<file path="src/rtl/unidade_controle.sv">
// Multicycle control FSM feeding the 3:1 accumulator-source mux: fetches opcode and
// immediate bytes over a req/ack handshake, decodes them and issues load strobes.
module unidade_controle #(
  parameter int LARGURA_END    = 8,
  parameter int TIMEOUT_CICLOS = 15
) (
  input  logic                   clk,
  input  logic                   rst_n,
  input  logic                   iniciar,
  input  logic                   mem_ack,
  input  logic [7:0]             mem_dado,
  output logic                   mem_req,
  output logic [LARGURA_END-1:0] mem_end,
  output logic [1:0]             selecao,
  output logic [7:0]             imediato,
  output logic                   carrega_acc,
  output logic                   carrega_reg,
  output logic [1:0]             reg_end,
  output logic [2:0]             ula_op,
  output logic                   ocupado,
  output logic                   parado,
  output logic                   erro
);

  typedef enum logic [2:0] {
    OCIOSO, BUSCA, DECODIFICA, BUSCA_IMED, EXECUTA, ESCRITA, PARADO
  } estado_t;

  localparam logic [2:0] OP_NOP = 3'b000;
  localparam logic [2:0] OP_LDI = 3'b001;
  localparam logic [2:0] OP_MOV = 3'b010;
  localparam logic [2:0] OP_ULA = 3'b011;
  localparam logic [2:0] OP_STR = 3'b100;
  localparam logic [2:0] OP_HLT = 3'b111;

  localparam int              LARG_CNT = $clog2(TIMEOUT_CICLOS + 1);
  localparam logic [LARG_CNT-1:0] CNT_MAX = LARG_CNT'(TIMEOUT_CICLOS - 1);

  estado_t               estado, estado_n;
  logic [LARGURA_END-1:0] pc;
  logic [7:0]            ir;
  logic [LARG_CNT-1:0]   cnt;
  logic                  ilegal, timeout, busca_atual;
  logic [1:0]            sel_n;
  logic                  acc_n, reg_n;

  assign mem_end     = pc;
  assign busca_atual = (estado == BUSCA) || (estado == BUSCA_IMED);

  // NOTE: every signal assigned in an always_comb gets a default first, so no path can infer a latch.
  always_comb begin
    estado_n = estado;
    ilegal   = 1'b0;
    timeout  = 1'b0;
    unique case (estado)
      OCIOSO:     if (iniciar) estado_n = BUSCA;
      BUSCA, BUSCA_IMED: begin
        if (mem_ack) begin
          if (estado == BUSCA) estado_n = DECODIFICA;
          else                 estado_n = ESCRITA;
        end else if (cnt == CNT_MAX) begin
          estado_n = PARADO;
          timeout  = 1'b1;
        end
      end
      DECODIFICA: begin
        case (ir[7:5])
          OP_NOP:                 estado_n = BUSCA;
          OP_LDI:                 estado_n = BUSCA_IMED;
          OP_MOV, OP_ULA, OP_STR: estado_n = EXECUTA;
          OP_HLT:                 estado_n = PARADO;
          default: begin
            estado_n = PARADO;
            ilegal   = 1'b1;
          end
        endcase
      end
      EXECUTA:    estado_n = ESCRITA;
      ESCRITA:    estado_n = BUSCA;
      PARADO:     estado_n = PARADO;
      default:    estado_n = OCIOSO;
    endcase
  end

  // Write-back decode: which mux input is loaded and which strobe fires in ESCRITA.
  always_comb begin
    sel_n = 2'b11;
    acc_n = 1'b0;
    reg_n = 1'b0;
    if (estado_n == ESCRITA) begin
      case (ir[7:5])
        OP_LDI:  begin sel_n = 2'b10; acc_n = 1'b1; end
        OP_MOV:  begin sel_n = 2'b01; acc_n = 1'b1; end
        OP_ULA:  begin sel_n = 2'b00; acc_n = 1'b1; end
        OP_STR:  reg_n = 1'b1;
        default: ;
      endcase
    end
  end

  // NOTE: outputs are registered from estado_n, so each is already valid in the cycle its state is entered.
  always_ff @(posedge clk or negedge rst_n) begin
    if (!rst_n) begin
      estado      <= OCIOSO;
      pc          <= '0;
      ir          <= '0;
      cnt         <= '0;
      imediato    <= '0;
      selecao     <= 2'b11;
      mem_req     <= 1'b0;
      carrega_acc <= 1'b0;
      carrega_reg <= 1'b0;
      reg_end     <= '0;
      ula_op      <= '0;
      ocupado     <= 1'b0;
      parado      <= 1'b0;
      erro        <= 1'b0;
    end else begin
      estado <= estado_n;

      // Counter restarts whenever a fetch state is entered or left.
      if (busca_atual && (estado_n == estado)) cnt <= cnt + 1'b1;
      else                                     cnt <= '0;

      if (busca_atual && mem_ack) begin
        pc <= pc + 1'b1;
        if (estado == BUSCA) ir       <= mem_dado;
        else                 imediato <= mem_dado;
      end

      if (ilegal || timeout) erro <= 1'b1;

      mem_req     <= (estado_n == BUSCA) || (estado_n == BUSCA_IMED);
      ocupado     <= (estado_n != OCIOSO) && (estado_n != PARADO);
      parado      <= (estado_n == PARADO);
      selecao     <= sel_n;
      carrega_acc <= acc_n;
      carrega_reg <= reg_n;

      if ((estado_n == EXECUTA) || (estado_n == ESCRITA)) begin
        ula_op  <= ir[4:2];
        reg_end <= ir[1:0];
      end else begin
        ula_op  <= '0;
        reg_end <= '0;
      end
    end
  end

endmodule

</file>
<file path="config.mk">
export PLATFORM = sky130hd
export DESIGN_NAME = unidade_controle
export DESIGN_NICKNAME = d
export VERILOG_FILES = /design/src/rtl/unidade_controle.sv
export SDC_FILE = /design/constraint.sdc
export NUM_CORES = 1
export LEC_CHECK = 0
export ABC_AREA = 1
export BUFFER_PORTS_ARGS = -buffer_cell sky130_fd_sc_hd__buf_4
export CAP_MARGIN = 20
export CORE_MARGIN = 2
export CORE_UTILIZATION = 53
export DETAILED_ROUTE_END_ITERATION = 10
export PLACE_DENSITY = 0.78
export SLEW_MARGIN = 40
export SYNTH_ARGS = -nofsm -noshare
export SYNTH_HDL_FRONTEND = slang
export SYNTH_SLANG_ARGS = --single-unit
export TNS_END_PERCENT = 100
</file>
<file path="constraint.sdc">
create_clock -name clk -period 1.9 [get_ports clk]
set_clock_uncertainty 0.15 [all_clocks]
set_input_delay 0.095 -clock clk [delete_from_list [all_inputs] [get_ports clk]]
set_output_delay 0.095 -clock clk [all_outputs]
set_load 0.02 [all_outputs]
</file>
# --- Yosys cells after proc, flatten, opt, wreduce, memory -nomap -nowiden ---
# Cells that the tools add are included.
totals:
  register_bits: 44
  input_bits: 12
  output_inout_bits: 29
  elab_cells: 72
op_classes:
  addsub: 2
  n_eq_ne: 19
  n_mux: 20
  bitwise_logic: 1
  n_reduce_logical: 16
op_table:
  columns: ["cell", "n"]
  rows:
  - ["$eq 3x3->1 const B", 8]
  - ["$pmux 3 s6", 1]
  - ["$eq 3x2->1 const B", 5]
  - ["$mux 3", 5]
  - ["$eq 3x1->1 const B", 3]
  - ["$mux 1", 9]
  - ["$pmux 3 s3", 1]
  - ["$add 8x1->8 const B", 1]
  - ["$logic_not 3->1", 2]
  - ["$pmux 2 s3", 1]
  - ["$reduce_or 3->1", 2]
  - ["$reduce_or 6->1", 1]
  - ["$add 4x1->4 const B", 1]
  - ["$eq 4x4->1 const B", 1]
  - ["$logic_or 1x1->1", 4]
  - ["$mux 2", 2]
  - ["$mux 4", 1]
  - ["$reduce_and 2->1", 2]
  - ["$eq 3x3->1", 1]
  - ["$logic_and 1x1->1", 3]
  - ["$ne 3x3->1 const B", 1]
  - ["$reduce_bool 3->1", 1]
  - ["$reduce_or 2->1", 1]
  - ["$not 1->1", 1]

# --- Depth between registers and ports, before layout ---
logic_depth:
  ltp_word: 7
  ltp_mapped: 9
  mapped_depth_nobuf: 9

# --- Least setup slack after synthesis ---
# Ideal clock, no wire load.
synth_path:
  path_kind: "reg2reg"
  start: "register cnt[0]"
  end: "register ocupado"
  setup_time_ns: 0.126
  t_arrival_ns: 1.153
  required_ns: 1.624
  setup_slack_ns: 0.471
  path_stages_with_launch: 10
  path_buffers: 0
  synth_period_minus_slack_ns: 1.429
  cell_sequence: "dfrtp_1 > inv_1 > ha_1 > inv_1 > nor2_1 > nor2_1 > nor2_1 > nand2_4 > inv_1 > nand3_1"
synth_between:
  elab_chain_len: 6
  word_cells_on_any_way: 7
  cone_classes: "2 x eq/ne; 3 x mux; 2 x reduce/logical"
synth_rtl:
  columns: ["element", "line_no", "source"]
  rows:
  - ["start: declaration", "42", "logic [LARG_CNT-1:0] cnt;"]
  - ["start signal: assignment", "122", "if (busca_atual && (estado_n == estado)) cnt <= cnt + 1'b1;"]
  - ["$eq 4x4->1 (*)", "61", "end else if (cnt == CNT_MAX) begin"]
  - ["$mux 3 (*)", "61", null]
  - ["$mux 3 (*)", "58", "if (mem_ack) begin"]
  - ["$pmux 3 s6 (*)", "55", "unique case (estado)"]
  - ["net estado_n[0]", "39", "estado_t estado, estado_n;"]
  - ["$ne 3x3->1 / $reduce_bool 3->1 (equally long branches)", "134", "ocupado <= (estado_n != OCIOSO) && (estado_n != PARADO);"]
  - ["$logic_and 1x1->1 (*)", "134", null]
  - ["end signal: assignment", "134", null]
  - ["end: declaration", "20", "output logic ocupado,"]
# The timed path passes the listed nets; every way through them passes the cells marked *.
# A chain may end at the register's enable or synchronous reset.

# --- Worst setup path in the final report ---
layout_path:
  start: "register estado[2]"
  end: "register ocupado"
layout_between:
  elab_chain_len: 6
  word_cells_on_any_way: 16
  cone_classes: "7 x eq/ne; 5 x mux; 4 x reduce/logical"
layout_rtl:
  columns: ["element", "line_no", "source"]
  rows:
  - ["start: declaration", "39", null]
  - ["start signal: assignment", "119", "estado <= estado_n;"]
  - ["$eq 3x1->1", "55, 59", null]
  - ["$mux 3", "59", "if (estado == BUSCA) estado_n = DECODIFICA;"]
  - ["$mux 3", "58", null]
  - ["$pmux 3 s6 (*)", "55", null]
  - ["net estado_n[2]", "39", null]
  - ["$ne 3x3->1 / $reduce_bool 3->1 (equally long branches)", "134", null]
  - ["$logic_and 1x1->1 (*)", "134", null]
# Marked as above.

==> out/qor.yml <==
place:
  routabilityCongestion: 0.897
  buffer_ports.inserted: 40
  dpl.hpwl_um: 2470
sta:
  final_min_period_over_clock_period: 0.828
  period_needed_ns: 1.57
  grt_setup_unrepaired: "no"
  tightest_slew_ns: 0.527
  slew_headroom: 0.649
  timing_hold_violations_final: 0
  drv_slew: 0
  setup_tns_ns: 0
  fmax_mhz: 636
  final-setup-viol-count: 0
cells_and_area:
  fillCellCount: 291
  n_antenna_cell: 0
  final_core_util: 0.710
  area.growth.synth_to_final_pct: 25.0
  fin_nets: 275
  final_layout_size_suffix_gt1_frac: 0.273
clocking:
  clock_tree_from_tritoncts: "built"
  root_buffer: "clkbuf_4"
  cts_max_level: 2
  clk_latency_ns: 0.36
  clkSlewWorstSetupHoldPaths_ns: 0.12
  tritoncts_buffers: 5
  cts.sink_count: 44
  buffers_from_clock_root_to_sink_at_most: 2
  ctsResizeCount: 0
  cts_setup_buffers: 0
  postCtsHoldBufs: 10
synth:
  yosys.area.top_type_share: 0.542
  synth_top_family_by_area: "simple AND/OR/NAND/NOR gates"
  netlist-cell-type-count: 21
  synth_compound_gate_area_share: 0.0696
  most_used_standard_cell_by_instance_count_after_synthesis: "dfrtp_1"
  yosys.area_share.xor_xnor: 0.0361
  synth_sequential_area_ratio: 0.569
  synth-edff-count: 0
  area_share_of_and_or_nand_nor_cells_after_synthesis: 0.227
  synth_adder_area_share: 0.0193
  netlist_area_sq_um: 1940
  syn_area_per_cell_sq_um: 9.47
  yosys_warn_count: 0
  yosys-top-cells-area: "dfrtp_1, nand2_1, inv_1, nor2_1, nand3_1"
  synth-async-reset-ratio: 1.00
  postSynthCellCount: 205
  synth_common_cells: "dfrtp_1, nand2_1, inv_1"
  synth.largest_area_cell: "dfrtp_1"
  synthesis.nets: 220
  yosys_register_bits: 44
  postSynth.topFlopCell: "dfrtp_1"
  synth.area.mux_share: 0
worst_setup_path:
  end_kind: "register"
  crit_fanout: 7
  startpoint_type: "register"
  r2r.worst_path.cells: 6
  critPathKind: "register to register"
  critical_path_required_ns: 2.00
  crit_path_cell_trace: "inv_1 > nor2_1 > a21oi_1 > nand3_4 > nand2_2 > nand3_1"
  rrSetupSlack_ns: 0.33
  slowest_stage: "dfrtp_1"
  critical_register_to_register_path_endpoint: "ocupado"
  worst_path_largest_cell_delay_ns: 0.43
  launch_point_of_the_worst_path: "estado[2]"
  critPathArrivalTime_ns: 1.67
  worst_r2r_startpoint: "estado[2]"
routing:
  violation_count_after_the_first_detailed_route_iteration: 69
  drc_errors: 0
  dr_wl_cell_um: 11.3
  detailedRoute.firstPassIterationCount: 4
  vias: 1446
  ant_nets: 0
  routed_wl_um: 3450
  vias_per_cell: 4.73
power:
  peakVddDrop_mv: 0.462
  power_density_nw_per_um2: 586
  power.static_leakage_uw: 0.00126
worst_hold_path:
  hold_depth: 7
  timing.hold.worst.class: "input pin to register"
  worst_hold_path.endpoint: "estado[0]"
  worstHoldStart: "iniciar"
global_routing:
  grt_start_max_net_pins: 45
  grt.overflow.total: 0
  grt_pass1_wl_um: 6220
  antenna_violations_before_repair: 0
  total_global_routing_track_utilization: 0.196
  first_global_vias: 1447
floorplan:
  placeable_core_area_sq_um: 3420
  placementRows: 21
  initial_utilization: 0.568
  die_y_um: 64.5
  boundaryPins: 41
  die_area_sq_um: 4160
  die-width_um: 64.5
flow_run:
  number_of_max_cap_violations: 0
run_status:
  outcome: "finished, final reports clean"
kinds of logic after synthesis:
| kind of cell | Yosys count |
|---|---|
| AO/OA/AOI/OAI | 21 |
| XOR/XNOR | 8 |
| adder cells (fa/ha/maj) | 3 |
| buffers and inverters | 37 |
| flip-flops | 44 |
| AND/OR/NAND/NOR | 92 |
worst max-delay path by stage:
stage	to	slack, ns	depth (start not counted)
floorplan	ocupado	0.47	9
global placement	ocupado	0.32	9
detailed placement	ocupado	0.32	9
CTS	ocupado	0.31	9
global route	ocupado	0.17	6
finish	ocupado	0.33	6
per-layer routing:
metal | share of wire | vias to the layer above | routed length, um | track usage
met2 | 0.49 | 41 | 1680 | 0.333
met1 | 0.44 | 667 | 1520 | 0.233
li1 | - | 733 | - | -
met4 | 0.017 | 0 | 57 | 0.0771
met3 | 0.058 | 5 | 201 | 0.0608
met5 | 0 | - | 0 | 0
per-stage QoR:
| stage | hold WS, ns | setup slack (ns) | instances | area, sq um | total power, uW |
|---|---|---|---|---|---|
| 6_report | 0.0756 | 0.327 | 306 | 2430 | 1420 |
| 2_1_floorplan | -0.351 | 0.471 | 205 | 1940 | 962 |
| 4_1_cts | 0.0661 | 0.309 | 306 | 2430 | 1450 |
| 3_3_place_gp | -0.0350 | 0.323 | 289 | 2280 | 1000 |
| 5_1_grt | 0.0730 | 0.173 | 306 | 2430 | 1500 |
| 3_5_place_dp | -0.0346 | 0.325 | 289 | 2280 | 1000 |
power breakdown:
group | switching [uW] | internal [uW]
clock network | 290 | 135
registers | 0 | 936
logic | 31.1 | 29.2
area by class of cell:
type / count / area [sq um] / area share
sequential: 44 / 1100 / 0.455
multi-input combinational: 124 / 683 / 0.282
timing repair buffer: 50 / 400 / 0.165
inverter: 35 / 131 / 0.0542
tap: 46 / 57.6 / 0.0237
clock buffer: 5 / 37.5 / 0.0155
clock inverter: 2 / 12.5 / 0.00516
cells in the final DEF (no fill, tap or decap), drive strengths merged:
cell         netlist  layout
dfrtp             42      42
dlygate4sd3        0      10
clkinv             0       1
nand3             17      17
clkbuf             0       5
buf                2      40
inv               35      35
dfstp              2       2
o21ai             20      20
xnor2              3       3
clkinvlp           0       1
nand2             42      42
nor3               3       3
a21oi              1       1
nor2              29      29
nand4              1       1
xor2               5       5
ha                 3       3
critical path, delay by kind of cell, from the launching register on:
family                 cells  cell delay, ns
buffers and inverters      1            0.18
and+or+nand+nor            4            0.48
DFF                        1            0.43
AOI/OAI and AO/OA          1            0.22
Note: power is estimated with default switching activity, not from simulation.
